==> src/rtl/rf_wport_if.sv <==
// Register-file write-port bundle: write-back request, long-latency push,
// pending-address query and the registered write port.
interface rf_wport_if #(
  parameter int unsigned DATA_W = 32,
  parameter int unsigned ADDR_W = 5,
  parameter int unsigned QDEPTH = 2
);
  localparam int unsigned CNT_W = $clog2(QDEPTH) + 1;

  logic              wb_we;
  logic              wb_stall;
  logic [ADDR_W-1:0] wb_addr;
  logic [DATA_W-1:0] wb_data;
  logic              lu_valid;
  logic              lu_ready;
  logic [ADDR_W-1:0] lu_addr;
  logic [DATA_W-1:0] lu_data;
  logic              wb_hold;
  logic [ADDR_W-1:0] pend_addr;
  logic              pend_hit;
  logic [CNT_W-1:0]  q_count;
  logic              rf_we;
  logic [ADDR_W-1:0] rf_waddr;
  logic [DATA_W-1:0] rf_wdata;

  // Requester / pipeline side
  modport master (
    output wb_we, wb_stall, wb_addr, wb_data,
    output lu_valid, lu_addr, lu_data, pend_addr,
    input  lu_ready, wb_hold, pend_hit, q_count,
    input  rf_we, rf_waddr, rf_wdata
  );

  // Arbiter side
  modport slave (
    input  wb_we, wb_stall, wb_addr, wb_data,
    input  lu_valid, lu_addr, lu_data, pend_addr,
    output lu_ready, wb_hold, pend_hit, q_count,
    output rf_we, rf_waddr, rf_wdata
  );
endinterface

==> src/rtl/rf_wport_arbiter.sv <==
// Single register-file write port shared by write-back (priority) and a
// small FIFO of long-latency results with an anti-starvation forced drain.
module rf_wport_arbiter #(
  parameter int unsigned DATA_W       = 32,
  parameter int unsigned ADDR_W       = 5,
  parameter int unsigned QDEPTH       = 2,
  parameter int unsigned STARVE_LIMIT = 4
) (
  input logic        clk,
  input logic        rstn,
  rf_wport_if.slave  bus
);
  localparam int unsigned PTR_W = $clog2(QDEPTH);
  localparam int unsigned CNT_W = $clog2(QDEPTH) + 1;
  localparam int unsigned AGE_W = $clog2(STARVE_LIMIT + 1);

  typedef struct packed {
    logic [ADDR_W-1:0] addr;
    logic [DATA_W-1:0] data;
  } entry_t;

  entry_t            mem [QDEPTH];
  logic [QDEPTH-1:0] vld;
  logic [PTR_W-1:0]  wr_ptr;
  logic [PTR_W-1:0]  rd_ptr;
  logic [CNT_W-1:0]  count;
  logic [AGE_W-1:0]  age;
  logic              hold;
  logic              rf_we_q;
  logic [ADDR_W-1:0] rf_waddr_q;
  logic [DATA_W-1:0] rf_wdata_q;

  logic nonempty, wb_req, ready, push, pop, hold_nxt, hit;

  // Grant decision: a pending forced drain blanks wb_req, so popping
  // whenever the FIFO has data and WB is not requesting covers both pop cases.
  always_comb begin
    nonempty = (count != '0);
    wb_req   = bus.wb_we & ~bus.wb_stall & ~hold & (bus.wb_addr != '0);
    ready    = rstn & (count < CNT_W'(QDEPTH));
    push     = bus.lu_valid & ready & (bus.lu_addr != '0);
    pop      = nonempty & ~wb_req;
    hold_nxt = nonempty & ~pop & (age == AGE_W'(STARVE_LIMIT - 1));
  end

  // Pending-write query over queued entries and the in-flight output write
  always_comb begin
    hit = 1'b0;
    for (int i = 0; i < int'(QDEPTH); i++) begin
      if (vld[i] && (mem[i].addr == bus.pend_addr)) hit = 1'b1;
    end
    if (rf_we_q && (rf_waddr_q == bus.pend_addr)) hit = 1'b1;
    if (bus.pend_addr == '0) hit = 1'b0;
  end

  always_ff @(posedge clk) begin
    if (push) mem[wr_ptr] <= '{addr: bus.lu_addr, data: bus.lu_data};
  end

  always_ff @(posedge clk or negedge rstn) begin
    if (!rstn) begin
      vld    <= '0;
      wr_ptr <= '0;
      rd_ptr <= '0;
      count  <= '0;
    end else begin
      if (push) begin
        vld[wr_ptr] <= 1'b1;
        wr_ptr      <= wr_ptr + PTR_W'(1);
      end
      if (pop) begin
        vld[rd_ptr] <= 1'b0;
        rd_ptr      <= rd_ptr + PTR_W'(1);
      end
      unique case ({push, pop})
        2'b10:   count <= count + CNT_W'(1);
        2'b01:   count <= count - CNT_W'(1);
        default: count <= count;
      endcase
    end
  end

  // Head age and one-cycle forced-drain pulse
  always_ff @(posedge clk or negedge rstn) begin
    if (!rstn) begin
      age  <= '0;
      hold <= 1'b0;
    end else begin
      hold <= hold_nxt;
      if (pop || !nonempty)                      age <= '0;
      else if (age != AGE_W'(STARVE_LIMIT))      age <= age + AGE_W'(1);
    end
  end

  // Registered write port; address/data hold their value when idle
  always_ff @(posedge clk or negedge rstn) begin
    if (!rstn) begin
      rf_we_q    <= 1'b0;
      rf_waddr_q <= '0;
      rf_wdata_q <= '0;
    end else if (pop) begin
      rf_we_q    <= 1'b1;
      rf_waddr_q <= mem[rd_ptr].addr;
      rf_wdata_q <= mem[rd_ptr].data;
    end else if (wb_req) begin
      rf_we_q    <= 1'b1;
      rf_waddr_q <= bus.wb_addr;
      rf_wdata_q <= bus.wb_data;
    end else begin
      rf_we_q    <= 1'b0;
    end
  end

  assign bus.lu_ready = ready;
  assign bus.pend_hit = hit;
  assign bus.q_count  = count;
  assign bus.wb_hold  = hold;
  assign bus.rf_we    = rf_we_q;
  assign bus.rf_waddr = rf_waddr_q;
  assign bus.rf_wdata = rf_wdata_q;

endmodule

==> src/flat_wrapper.sv <==
// flat-port wrapper written by rule: the top's interface ports become plain ports
module rf_wport_arbiter_flat 
#(
  parameter int unsigned DATA_W       = 32,
  parameter int unsigned ADDR_W       = 5,
  parameter int unsigned QDEPTH       = 2,
  parameter int unsigned STARVE_LIMIT = 4
)
  (clk, rstn, bus_wb_we, bus_wb_stall, bus_wb_addr, bus_wb_data, bus_lu_valid, bus_lu_addr, bus_lu_data, bus_pend_addr, bus_lu_ready, bus_wb_hold, bus_pend_hit, bus_q_count, bus_rf_we, bus_rf_waddr, bus_rf_wdata);
  rf_wport_if #(.DATA_W(DATA_W), .ADDR_W(ADDR_W), .QDEPTH(QDEPTH)) bus_i ();
  input logic clk;
  input logic rstn;
  input wire logic [$bits(bus_i.wb_we)-1:0] bus_wb_we;
  input wire logic [$bits(bus_i.wb_stall)-1:0] bus_wb_stall;
  input wire logic [$bits(bus_i.wb_addr)-1:0] bus_wb_addr;
  input wire logic [$bits(bus_i.wb_data)-1:0] bus_wb_data;
  input wire logic [$bits(bus_i.lu_valid)-1:0] bus_lu_valid;
  input wire logic [$bits(bus_i.lu_addr)-1:0] bus_lu_addr;
  input wire logic [$bits(bus_i.lu_data)-1:0] bus_lu_data;
  input wire logic [$bits(bus_i.pend_addr)-1:0] bus_pend_addr;
  output wire logic [$bits(bus_i.lu_ready)-1:0] bus_lu_ready;
  output wire logic [$bits(bus_i.wb_hold)-1:0] bus_wb_hold;
  output wire logic [$bits(bus_i.pend_hit)-1:0] bus_pend_hit;
  output wire logic [$bits(bus_i.q_count)-1:0] bus_q_count;
  output wire logic [$bits(bus_i.rf_we)-1:0] bus_rf_we;
  output wire logic [$bits(bus_i.rf_waddr)-1:0] bus_rf_waddr;
  output wire logic [$bits(bus_i.rf_wdata)-1:0] bus_rf_wdata;
  assign bus_i.wb_we = bus_wb_we;
  assign bus_i.wb_stall = bus_wb_stall;
  assign bus_i.wb_addr = bus_wb_addr;
  assign bus_i.wb_data = bus_wb_data;
  assign bus_i.lu_valid = bus_lu_valid;
  assign bus_i.lu_addr = bus_lu_addr;
  assign bus_i.lu_data = bus_lu_data;
  assign bus_i.pend_addr = bus_pend_addr;
  assign bus_lu_ready = bus_i.lu_ready;
  assign bus_wb_hold = bus_i.wb_hold;
  assign bus_pend_hit = bus_i.pend_hit;
  assign bus_q_count = bus_i.q_count;
  assign bus_rf_we = bus_i.rf_we;
  assign bus_rf_waddr = bus_i.rf_waddr;
  assign bus_rf_wdata = bus_i.rf_wdata;
  rf_wport_arbiter #(.DATA_W(DATA_W), .ADDR_W(ADDR_W), .QDEPTH(QDEPTH), .STARVE_LIMIT(STARVE_LIMIT)) u_core (.clk(clk), .rstn(rstn), .bus(bus_i));
endmodule
==> config.mk <==
export PLATFORM = sky130hd
export DESIGN_NAME = rf_wport_arbiter_flat
export DESIGN_NICKNAME = d
export VERILOG_FILES = /design/src/rtl/rf_wport_if.sv /design/src/rtl/rf_wport_arbiter.sv /design/src/flat_wrapper.sv
export SDC_FILE = /design/constraint.sdc
export NUM_CORES = 1
export LEC_CHECK = 0
export BUFFER_PORTS_ARGS = -buffer_cell sky130_fd_sc_hd__buf_4
export CORE_ASPECT_RATIO = 0.9
export CORE_MARGIN = 2
export CORE_UTILIZATION = 49
export CTS_CLUSTER_SIZE = 10
export DETAILED_ROUTE_END_ITERATION = 6
export PLACE_DENSITY = 0.79
export SLEW_MARGIN = 40
export SYNTH_ARGS = -nofsm -noshare
export SYNTH_HDL_FRONTEND = slang
export SYNTH_SLANG_ARGS = --single-unit
==> constraint.sdc <==
create_clock -name clk -period 3.7 [get_ports clk]
set_clock_uncertainty 0.15 [all_clocks]
set_input_delay 0.37 -clock clk [delete_from_list [all_inputs] [get_ports clk]]
set_output_delay 0.37 -clock clk [all_outputs]
set_load 0.01 [all_outputs]
== Word level (Yosys, flattened, before mapping) ==
Memories as Yosys holds them, arrays and structs flattened.
Index checks and enable logic that the tools add are counted.
Storage, ports and cells
  flip-flop bits (word level): 48
  bits in writable memories: 74
  input bits: 84
  memories: 1
Memory list
  u_core.mem: depth 2, bits a word 37, read ports 3, clocked after Yosys merged registers in 0, wr ports 1, line rf_wport_arbiter.sv:22  | entry_t mem [QDEPTH];
Cells by class
  add/subtract/negate cells: 5
  magnitude comparators: 5
  eq/ne operators: 7
  mux-type cells: 21
  bitwise operators: 16
  reductions and logical operators: 14
Operators by type and width (count)
  two-way mux 32 bit: 2
  equality test 5 bit: 3
  two-way mux 1 bit: 10
  two-way mux 5 bit: 2
  nonzero test 5 bit: 2
  bitwise AND 1 bit: 9
  nonzero test 2 bit: 4
  two-way mux 3 bit: 2
  logical AND 1 bit: 5
  logical NOT 5 bit: 1
  less-than comparator 1 x 2 -> 1 bit (second input constant): 2
  two-way mux 2 bit: 2
  inverter 1 bit: 4
  case mux 2 bit (2 select lines): 1
  adder 3 x 1 -> 3 bit (second input constant): 1
  equality test 3 x 2 -> 1 bit (second input constant): 1
  inequality test 3 bit (second input constant): 1
  adder 1 bit (second input constant): 2
  adder 2 x 1 -> 2 bit (second input constant): 1
  bitwise AND 2 bit: 1
  demux 1 bit (select 1 bit): 2
  equality test 2 x 1 -> 1 bit (second input constant): 1
  equality test 2 bit (second input constant): 1
  greater-or-equal comparator 1 bit (second input constant): 2
  other kinds (6): 6

== Longest topological paths before layout ==
Gate-level depths: netlist of run 1.
  depth in word-level cells: 9
  gate-level depth with buffers: 8

== Worst setup path after synthesis of run 1 ==
No wires, ideal clock.
  path kind: flip-flop to flip-flop
  from: register u_core.count[1] (netlist: u_core.bus.q_count[1])
  to: memory u_core.mem[1][0] (netlist bit), enable pin
  data arrival time: 2.533 ns
  path slack: 0.584 ns
  stages on the path, launching flop included: 4
  period minus slack after synthesis: 3.116 ns
  path through: dfrtp_1 -> nor2b_1 -> o211ai_1 -> nor2_1
On the way
  word-level cells in the longest chain between the ends: 6
RTL lines
  from (decl): line rf_wport_arbiter.sv:26  | logic [CNT_W-1:0] count;
  from (signal assigned): line rf_wport_arbiter.sv:76  | 2'b10: count <= count + CNT_W'(1);
  from (signal assigned): line rf_wport_arbiter.sv:77  | 2'b01: count <= count - CNT_W'(1);
  from (signal assigned): line rf_wport_arbiter.sv:78  | default: count <= count;
  less-than comparator 2 bit: line rf_wport_arbiter.sv:40  | ready = rstn & (count < CNT_W'(QDEPTH));
  bitwise AND 1 bit: line rf_wport_arbiter.sv:40
  via bus_lu_ready: line flat_wrapper.sv:21  | output wire logic [$bits(bus_i.lu_ready)-1:0] bus_lu_ready;
  bitwise AND 1 bit (2 in a row): line rf_wport_arbiter.sv:41  | push = bus.lu_valid & ready & (bus.lu_addr != '0);
  two-way mux 1 bit: line rf_wport_arbiter.sv:57  | if (push) mem[wr_ptr] <= '{addr: bus.lu_addr, data: bus.lu_data};
  two-way mux 1 bit (not written as such): line rf_wport_arbiter.sv:57
  to (decl): line rf_wport_arbiter.sv:22
The timed path passes the listed nets, and every way through them passes these cells.

== Worst setup path in the final report of run 1 ==
  from: input bus_lu_addr[0]
  to: memory u_core.mem[1][6] (netlist bit), enable pin
On the way
  word-level cells in the longest chain between the ends: 4
RTL lines
  from (decl): line flat_wrapper.sv:18  | input wire logic [$bits(bus_i.lu_addr)-1:0] bus_lu_addr;
  nonzero test 5 bit: line rf_wport_arbiter.sv:41
  bitwise AND 1 bit: line rf_wport_arbiter.sv:41
  two-way mux 1 bit: line rf_wport_arbiter.sv:57
  two-way mux 1 bit (not written as such): line rf_wport_arbiter.sv:57
Every way passes these cells.

==> results.yml, run 1 <==
status:
  outcome: "finished clean"
timing:
  setup_viol: 0
  final_max_slew_viol_count: 0
  fmax_ghz: 0.367
  max-slew-margin-rel: 0.537
  rsz0062_at_grt: "no"
  layout_min_cycle_time_ns: 2.72
  setup_tns_ns: 0
  hold_viol: 0
  worst_pin_slew_ns: 0.695
  finalCritPeriodShare: 0.735
route:
  drc: 0
  initialDrtViolationCount: 208
  detail-route-antenna-nets: 0
  wl_per_cell_um: 16.8
  firstDrtPassIters: 5
  dr_total_vias: 3586
  routed_wl_um: 11700
  via_per_inst: 5.13
setup_path:
  worstSetupStartpoint: "bus_lu_addr[0]"
  crit_type: "input pin to flip-flop"
  worst-path-max-fanout: 17
  r2r_setup_slack_ns: 1.15
  reg2reg_from: "u_core.bus.wb_hold$_DFF_PN0_"
  reg2reg_depth: 6
  startpoint_type: "input pin"
  crit_end: "u_core.mem[1][6]$_DFFE_PP_"
  end_kind: "flip-flop"
  required_ns: 3.71
  r2r-end: "u_core.bus.q_count[1]$_DFFE_PN0P_"
  critical_path_arrival_ns: 2.73
layout:
  layout-drive-gt1-share: 0.302
  final_cell_mix: "130 x buf_4, 74 x edfxtp_1, 47 x dfrtp_1"
  mostFrequentLayoutCell: "buf_4"
  num_antenna_cells: 0
  finish.instance_area_um2: 7170
  layout.nets: 648
  syn2layout_area_growth_pct: 43.2
floorplan:
  die_w_um: 111
  num_rows: 34
  design.die.area_um2: 11000
  start_util: 0.512
  dieHeight_um: 99.9
  coreArea_um2: 9780
  ios: 127
power:
  powerDensity_nw_per_um2: 738
  power_leakage_nw: 3.00
  ir_worst_vdd_mv: 0.496
yosys:
  synthCells: 389
  synth_warnings: 0
  synth_seq_cells: 122
  ys_types: 28
  seq_area_frac_synth: 0.684
  netlist_area_um2: 5010
  synth_fp_nets: 477
  synth.avg_cell_area_um2: 12.9
grt:
  track_usage: 0.222
  grt_overflow: 0
  grt_pass1_vias: 3689
  grt_antenna_before_repair: 0
  grt_start_max_net_pins: 49
  grt_first_pass_wirelength_um: 18800
clock_tree:
  cts_inserted_buffers: 17
  clock_sinks: 122
  cts-resized-gates: 0
  clock-root-buffer: "clkbuf_16"
  cts_max_level: 4
  clock_latency_ns: 0.41
  post_cts_buffers: 0
  clkTransAtPathRegs_ns: 0.06
  cts-hold-fix-buffers: 38
  clock_path_buffers: 2
  cts_tree: "yes"
place:
  placed_area_um2: 6150
  io_buffer_count: 126
  dpl.hpwl_um: 7520
  gp_congestion: 0.819
worst_hold_path:
  holdCritPathClass: "input pin to flip-flop"
flow_run:
  maxCapViolCount: 0
## cell families (layout without fill, tap and decap cells)
group,after synthesis,in the layout,share of synthesized area
DFF,122,122,0.684
xor gates and xnor gates,21,21,0.0367
buffers and inverters,26,210,0.0290
muxes,37,37,0.0740
and+or+nand+nor,96,96,0.0800
adders and majority gates,4,4,0.0100
AOI/OAI and AO/OA,83,83,0.0865
## sequential cells by signal (all words and copies together), names as in the netlist
| register | count |
|---|---|
| u_core.mem | 74 |
| u_core.rd_ptr | 1 |
| u_core.bus.rf_wdata | 32 |
| u_core.bus.wb_hold | 1 |
| u_core.bus.q_count | 2 |
| u_core.wr_ptr | 1 |
| u_core.bus.rf_waddr | 5 |
| u_core.vld | 2 |
| u_core.bus.rf_we | 1 |
| u_core.age | 3 |
## worst max-delay path, cell delays in order
cell,delay (ns)
dlygate4sd3_1,0.56
buf_4,0.15
or4_1,0.53
o211ai_1,0.56
nor2_4,0.18
buf_16,0.21
buf_16,0.16
## through the flow
| step | power, mW | util | hold WS [ns] | std cells | worst slack, ns |
|---|---|---|---|---|---|
| 5_1_grt | 5.56 | 0.733 | 0.00780 | 699 | 0.917 |
| 3_3_place_gp | 3.46 | 0.617 | 0.339 | 624 | 1.19 |
| 4_1_cts | 5.29 | 0.730 | 0.000961 | 698 | 0.973 |
| 3_5_place_dp | 3.56 | 0.629 | 0.350 | 628 | 1.06 |
| 6_report | 5.29 | 0.733 | 0.0140 | 699 | 0.979 |
| 2_1_floorplan | 2.86 | - | -0.0756 | 389 | 0.584 |
## cell usage after synthesis
| cell | count | area (um2) |
|---|---|---|
| clkbuf_1 | 8 | 30.0 |
| a21oi_1 | 40 | 200 |
| ha_1 | 4 | 50.1 |
| o32a_1 | 1 | 10.0 |
| o21a_1 | 1 | 7.51 |
| xor2_1 | 14 | 123 |
| o21ai_1 | 3 | 15.0 |
| o21ai_0 | 35 | 175 |
| xnor2_1 | 7 | 61.3 |
| mux2i_1 | 37 | 370 |
| nor2_1 | 44 | 165 |
| nor3b_1 | 1 | 7.51 |
| and2_1 | 1 | 6.26 |
| dfrtp_1 | 48 | 1200 |
| nand2_1 | 39 | 146 |
| buf_6 | 5 | 56.3 |
| o211ai_1 | 1 | 7.51 |
| edfxtp_1 | 74 | 2220 |
| nor2_4 | 1 | 11.3 |
| a2bb2oi_1 | 1 | 8.76 |
| or4_1 | 3 | 22.5 |
| nand3_1 | 2 | 10.0 |
| inv_1 | 5 | 18.8 |
| nand2b_1 | 1 | 6.26 |
| a32oi_1 | 1 | 8.76 |
| buf_2 | 8 | 40.0 |
| nor4_1 | 3 | 18.8 |
| nor2b_1 | 1 | 6.26 |
## cell type report
type | count | area, um2
fillers | 646 | 2620
flip-flops and latches | 122 | 3430
multi-input cells | 241 | 1460
clock inverters | 14 | 170
well taps | 126 | 158
repair buffers | 173 | 1490
clock buffers | 18 | 439
inverters | 5 | 18.8
## report_power, final
part	total [mW]	switching (mW)	internal [mW]
Combinational	1.52	0.735	0.780
Clock	1.68	0.599	1.08
Sequential	2.10	0.319	1.78
Total	5.29	1.65	3.64
## per-layer routing
metal	vias to the layer above	global-route usage	part of all wire
met5	-	0	0
met4	0	0.0538	0.0049
met3	7	0.0749	0.069
met2	138	0.374	0.51
met1	1713	0.283	0.42
li1	1728	-	-
## worst min path at each step
stage                             from                                  end  slack [ns]  cells past startpoint
2_1_floorplan                     rstn            u_core.age[0]$_DFFE_PN0P_       -0.08                      0
5_1_grt                 bus_lu_addr[4]          u_core.mem[0][36]$_DFFE_PP_       0.008                      1
3_5_place_dp   u_core.vld[0]$_DFF_PN0_              u_core.vld[0]$_DFF_PN0_        0.35                      1
4_1_cts                bus_wb_data[28]  u_core.bus.rf_wdata[28]$_DFFE_PN0P_       0.001                      3
3_3_place_gp   u_core.vld[0]$_DFF_PN0_              u_core.vld[0]$_DFF_PN0_        0.34                      1
6_report               bus_wb_data[26]  u_core.bus.rf_wdata[26]$_DFFE_PN0P_        0.01                      3
No activity file was read; power rests on OpenSTA's default activity.
==> run 2: changes to the inputs <==
- clock period: 3.7 -> 2.8 ns (I/O delays scaled with it)
==> results.yml, run 2 (same netlist as run 1, synthesis figures left out) <==
status:
  outcome: "finished clean"
worst_hold_path:
  min_to: "u_core.bus.rf_waddr[0]$_DFFE_PN0P_"
  holdCritPathClass: "input pin to flip-flop"
  holdPathStages: 5
  min_from: "bus_wb_stall"
grt:
  met1_usage: 0.268
  busiest_layer: "met2"
  grt_start_max_net_pins: 49
  use_met2: 0.407
  grt_first_pass_wirelength_um: 19400
  met3_usage: 0.0700
  grt_overflow: 0
  grt_antenna_before_repair: 0
  grt_pass1_vias: 3957
  track_usage: 0.229
floorplan:
  ios: 127
  coreArea_um2: 9780
  die_w_um: 111
  num_rows: 34
  start_util: 0.512
  design.die.area_um2: 11000
  dieHeight_um: 99.9
layout:
  mostFrequentLayoutCell: "buf_4"
  num_antenna_cells: 0
  layout-drive-gt1-share: 0.287
  fillers: 585
  largest_register_ff_count: 74
  finish.instance_area_um2: 7510
  register_area_um2: 3420
  multi_input_comb_area_um2: 1460
  syn2layout_area_growth_pct: 50.1
  final_cell_mix: "135 x buf_4, 75 x dlygate4sd3_1, 74 x edfxtp_1"
  largest_register: "u_core.mem"
  final_util: 0.768
  layout.nets: 689
timing:
  rsz0062_at_grt: "no"
  finalCritPeriodShare: 0.927
  final_max_slew_viol_count: 0
  layout_min_cycle_time_ns: 2.60
  hold_viol: 0
  fmax_ghz: 0.385
  max-slew-margin-rel: 0.524
  setup_viol: 0
  worst_pin_slew_ns: 0.714
setup_path:
  critical_path_arrival_ns: 2.77
  r2r-end: "u_core.bus.q_count[1]$_DFFE_PN0P_"
  crit_type: "input pin to flip-flop"
  startpoint_type: "input pin"
  end_kind: "flip-flop"
  reg2reg_depth: 7
  required_ns: 2.97
  reg2reg_from: "u_core.bus.wb_hold$_DFF_PN0_"
  worst-path-max-fanout: 4
  r2r_setup_slack_ns: 0.73
clock_tree:
  cts_tree: "yes"
  clkTransAtPathRegs_ns: 0.05
  clock-root-buffer: "clkbuf_16"
  cts_inserted_buffers: 17
  cts-resized-gates: 0
  clock_sinks: 122
  cts_max_level: 4
  clock_path_buffers: 2
  clock_latency_ns: 0.40
power:
  p_total_mw: 6.99
  power_leakage_nw: 3.16
  powerDensity_nw_per_um2: 931
  ir_worst_vdd_mv: 0.511
place:
  dpl.hpwl_um: 7360
  placed_area_um2: 6160
  io_buffer_count: 126
  gp_congestion: 0.833
route:
  routed_wl_um: 12300
  dr_total_vias: 3835
  wl_per_cell_um: 16.6
  initialDrtViolationCount: 204
  drc: 0
  via_per_inst: 5.18
  detail-route-antenna-nets: 0
  firstDrtPassIters: 4
flow_run:
  maxCapViolCount: 0
[run 2: changes by cell type in the layout (fill, tap and decap cells not counted), sizes merged]
cell	before	now
buf	135	139
clkinvlp	4	2
dlygate4sd3	38	75
clkinv	5	7
[run 2: power by group]
group          internal [mW]  leakage [nW]  switching [mW]  total (mW)
logic                   1.04          1.62            1.07        2.11
registers               2.35          1.26           0.352        2.70
clock network           1.40         0.291           0.781        2.18
total                   4.79          3.16            2.20        6.99
[run 2: worst max path at each step]
stage	from	endpoint	slack (ns)	cells after the start
floorplan	u_core.bus.q_count[1]$_DFFE_PN0P_	u_core.mem[1][0]$_DFFE_PP_	-0.32	3
global placement	bus_lu_addr[0]	u_core.vld[0]$_DFF_PN0_	0.46	5
detailed placement	bus_lu_addr[0]	u_core.bus.q_count[1]$_DFFE_PN0P_	0.34	6
CTS	bus_lu_addr[0]	u_core.bus.q_count[1]$_DFFE_PN0P_	0.18	7
global route	bus_lu_addr[0]	u_core.bus.q_count[1]$_DFFE_PN0P_	0.1	7
finish	bus_lu_addr[0]	u_core.bus.q_count[1]$_DFFE_PN0P_	0.20	7
[run 2: layer usage]
layer  wire length, um  vias up
li1                  -     1813
met1              4840     1851
met2              6500      153
met3               749       18
met4               178        0
met5                 0        -
[run 2: layout make-up]
type                       instances  share of cell area
inverter                           5             0.00250
tap                              126              0.0210
timing repair buffer             214               0.246
clock inverter                    14              0.0230
clock buffer                      18              0.0571
multi-input combinational        241               0.195
sequential                       122               0.456
[run 2: timing repair]
action | 4_1_cts | 5_1_grt
hold endpoints to repair | 159 | 0
hold buffers | 75 | 0
buffers inserted | 0 | 0
[run 2: through the flow]
stage | TNS (ns) | hold slack, ns | cells | setup slack [ns]
after floorplan | -23.71 | -0.166 | 389 | -0.316
after global placement | 0 | 0.294 | 629 | 0.464
after detailed placement | 0 | 0.309 | 633 | 0.339
after CTS | 0 | 0.152 | 740 | 0.181
after global routing | 0 | 0.169 | 740 | 0.0996
final | 0 | 0.164 | 740 | 0.205
[run 2: worst max-delay path, stage by stage]
cell           delay, ns
dlygate4sd3_1       0.56
buf_4               0.15
or4_1               0.54
o211ai_1            0.57
ha_1                0.38
nor2_1              0.14
xor2_1              0.16
==> run 3: changes to the inputs <==
- ABC_AREA: unset -> 1
- PLACE_DENSITY: 0.79 -> 0.78
==> results.yml, run 3 <==
worst_hold_path:
  holdCritPathClass: "input pin to flip-flop"
  min_from: "bus_wb_stall"
setup_path:
  path_cells: "dlygate4sd3_1 > buf_4 > nor2_1 > nand3_1 > nand2_2 > clkinv_4 > nor2_4 > ha_1 > a21oi_1 > o21ai_0 > xor2_1"
  crit_type: "input pin to flip-flop"
  startpoint_type: "input pin"
  critical_path_arrival_ns: 2.43
  required_ns: 2.92
  worst-path-max-fanout: 37
  reg2reg_from: "u_core.bus.wb_hold$_DFF_PN0_"
  end_kind: "flip-flop"
  worstSetupStartpoint: "bus_wb_addr[4]"
  critPathMaxStageDelay_ns: 0.55
  worst_path_max_delay_cell: "dlygate4sd3_1"
clock_tree:
  post_cts_buffers: 0
  clock_sinks: 122
  clock_path_buffers: 2
  cts_tree: "yes"
  clock_latency_ns: 0.40
  clock-root-buffer: "clkbuf_16"
  cts-resized-gates: 0
  clkTransAtPathRegs_ns: 0.06
  cts_inserted_buffers: 17
  cts_max_level: 4
  cts-hold-fix-buffers: 75
place:
  placed_area_um2: 6250
  dp.cells: 781
  io_buffer_count: 126
  gp_congestion: 0.869
  dpl.hpwl_um: 8060
timing:
  fmax_ghz: 0.432
  final_max_slew_viol_count: 0
  layout_min_cycle_time_ns: 2.31
  hold_viol: 0
  max-slew-margin-rel: 0.570
  finalCritPeriodShare: 0.826
  worst_pin_slew_ns: 0.645
  setup_tns_ns: 0
  setup_viol: 0
  rsz0062_at_grt: "no"
yosys:
  synth-simple-area-share: 0.262
  synthAdderAreaFrac: 0.00967
  synth_top_family_by_area: "simple AND/OR/NAND/NOR gates"
  async_reset_ff_frac: 0.393
  netlist_top_cells_area: "edfxtp_1 43%, dfrtp_1 23%, nand2_1 19%"
  ys.flop_type: "edfxtp_1"
  synthCells: 535
  synth_warnings: 0
  synthTopCellsByCount: "261 x nand2_1, 74 x edfxtp_1, 48 x dfrtp_1"
  synth_top_cell_area_share: 0.430
  muxShareOfSynthArea: 0
  synth_fp_nets: 623
  netlist_area_um2: 5170
  synth-edff-count: 74
  ys_types: 22
  synth_compound_area_frac: 0.0135
  synth.avg_cell_area_um2: 9.67
  synth_xor_area_frac: 0.00339
  synth_seq_cells: 122
  yosysMostFrequentCell: "nand2_1"
  seq_area_frac_synth: 0.662
  synth_area_leader_cell: "edfxtp_1"
grt:
  grt_overflow: 0
  grt_first_pass_wirelength_um: 21400
  grt_antenna_before_repair: 0
  grt_start_max_net_pins: 50
  use_met2: 0.433
  busiest_layer: "met2"
  track_usage: 0.243
  met3_usage: 0.0461
  met1_usage: 0.285
  grt_pass1_vias: 4573
route:
  drc: 0
  via_per_inst: 4.94
  initialDrtViolationCount: 215
  dr_total_vias: 4386
  firstDrtPassIters: 4
  routed_wl_um: 13200
  detail-route-antenna-nets: 0
  wl_per_cell_um: 14.8
layout:
  instances_no_fill: 888
  largest_register_ff_count: 74
  finish.instance_area_um2: 7630
  num_antenna_cells: 0
  layout.nets: 834
  largest_register: "u_core.mem"
  layout-drive-gt1-share: 0.227
  syn2layout_area_growth_pct: 47.4
  final_util: 0.744
  mostFrequentLayoutCell: "nand2_1"
  fillers: 670
  final_cell_mix: "261 x nand2_1, 136 x buf_4, 75 x dlygate4sd3_1"
power:
  ir_worst_vdd_mv: 0.667
  power_leakage_nw: 3.57
  powerDensity_nw_per_um2: 917
status:
  outcome: "finished clean"
floorplan:
  start_util: 0.505
  coreArea_um2: 10200
  design.die.area_um2: 11400
  ios: 127
  dieHeight_um: 101
  num_rows: 35
  die_w_um: 112
flow_run:
  maxCapViolCount: 0
-- run 3: changes by cell type after synthesis, sizes merged, moves of 26 or more --
cell and change:
nand2 +223, nand3 +45, inv +33, a21oi -38, mux2i -37, o21ai -26
-- run 3: final timing paths --
path	cells past startpoint	slack (ns)	to
max in group asynchronous	3	1.63	u_core.bus.rf_wdata[13]$_DFFE_PN0P_
min in group asynchronous	3	0.43	u_core.bus.rf_waddr[1]$_DFFE_PN0P_
max reg2reg	8	0.67	u_core.bus.q_count[1]$_DFFE_PN0P_
min reg2reg	2	0.35	u_core.bus.rf_wdata[1]$_DFFE_PN0P_
min	4	0.04	u_core.bus.rf_waddr[3]$_DFFE_PN0P_
max	11	0.49	u_core.bus.q_count[1]$_DFFE_PN0P_
-- run 3: power by group --
| part | internal, mW | leakage, nW | total, mW | switching, mW |
|---|---|---|---|---|
| Sequential | 2.35 | 1.26 | 2.61 | 0.258 |
| Combinational | 0.891 | 2.02 | 2.10 | 1.21 |
| Clock | 1.49 | 0.291 | 2.28 | 0.796 |
-- run 3: area by class of cell --
| class | instances | area [um2] | share of cell area |
|---|---|---|---|
| Tap cell | 129 | 161 | 0.0212 |
| Inverter | 39 | 151 | 0.0198 |
| Sequential cell | 122 | 3420 | 0.449 |
| Timing Repair Buffer | 211 | 1770 | 0.232 |
| Clock inverter | 15 | 198 | 0.0259 |
| Clock buffer | 17 | 425 | 0.0558 |
| Multi-Input combinational cell | 355 | 1500 | 0.196 |
-- run 3: through the flow --
step / hold WS, ns / worst slack [ns] / total power [mW]
2_1_floorplan: -0.166 / 0.729 / 3.72
3_3_place_gp: 0.296 / 0.778 / 4.53
3_5_place_dp: 0.317 / 0.678 / 4.61
4_1_cts: 0.0228 / 0.533 / 7.00
5_1_grt: 0.0459 / 0.334 / 7.38
6_report: 0.0353 / 0.487 / 6.99
-- run 3: routing by layer --
layer | part of all wire | wire [um]
met1 | 0.42 | 5510
met5 | 0 | 0
met2 | 0.51 | 6750
met4 | 0.027 | 352
met3 | 0.043 | 571
-- run 3: kinds of logic (layout without fill, tap and decap cells) --
kind of cell,count (synthesis),after routing
buffers and inverters,58,282
AND/OR/NAND/NOR,335,335
flip-flops,122,122
AO/OA/AOI/OAI,14,14
adder cells (fa/ha/maj),4,4
XOR/XNOR,2,2
-- run 3: critical path, delay by kind of cell --
| family | cells | cell delay [ns] |
|---|---|---|
| AO/OA/AOI/OAI | 2 | 0.27 |
| adder cells (fa/ha/maj) | 1 | 0.27 |
| buffers and inverters | 3 | 0.98 |
| AND/OR/NAND/NOR | 4 | 0.48 |
| XOR/XNOR | 1 | 0.16 |
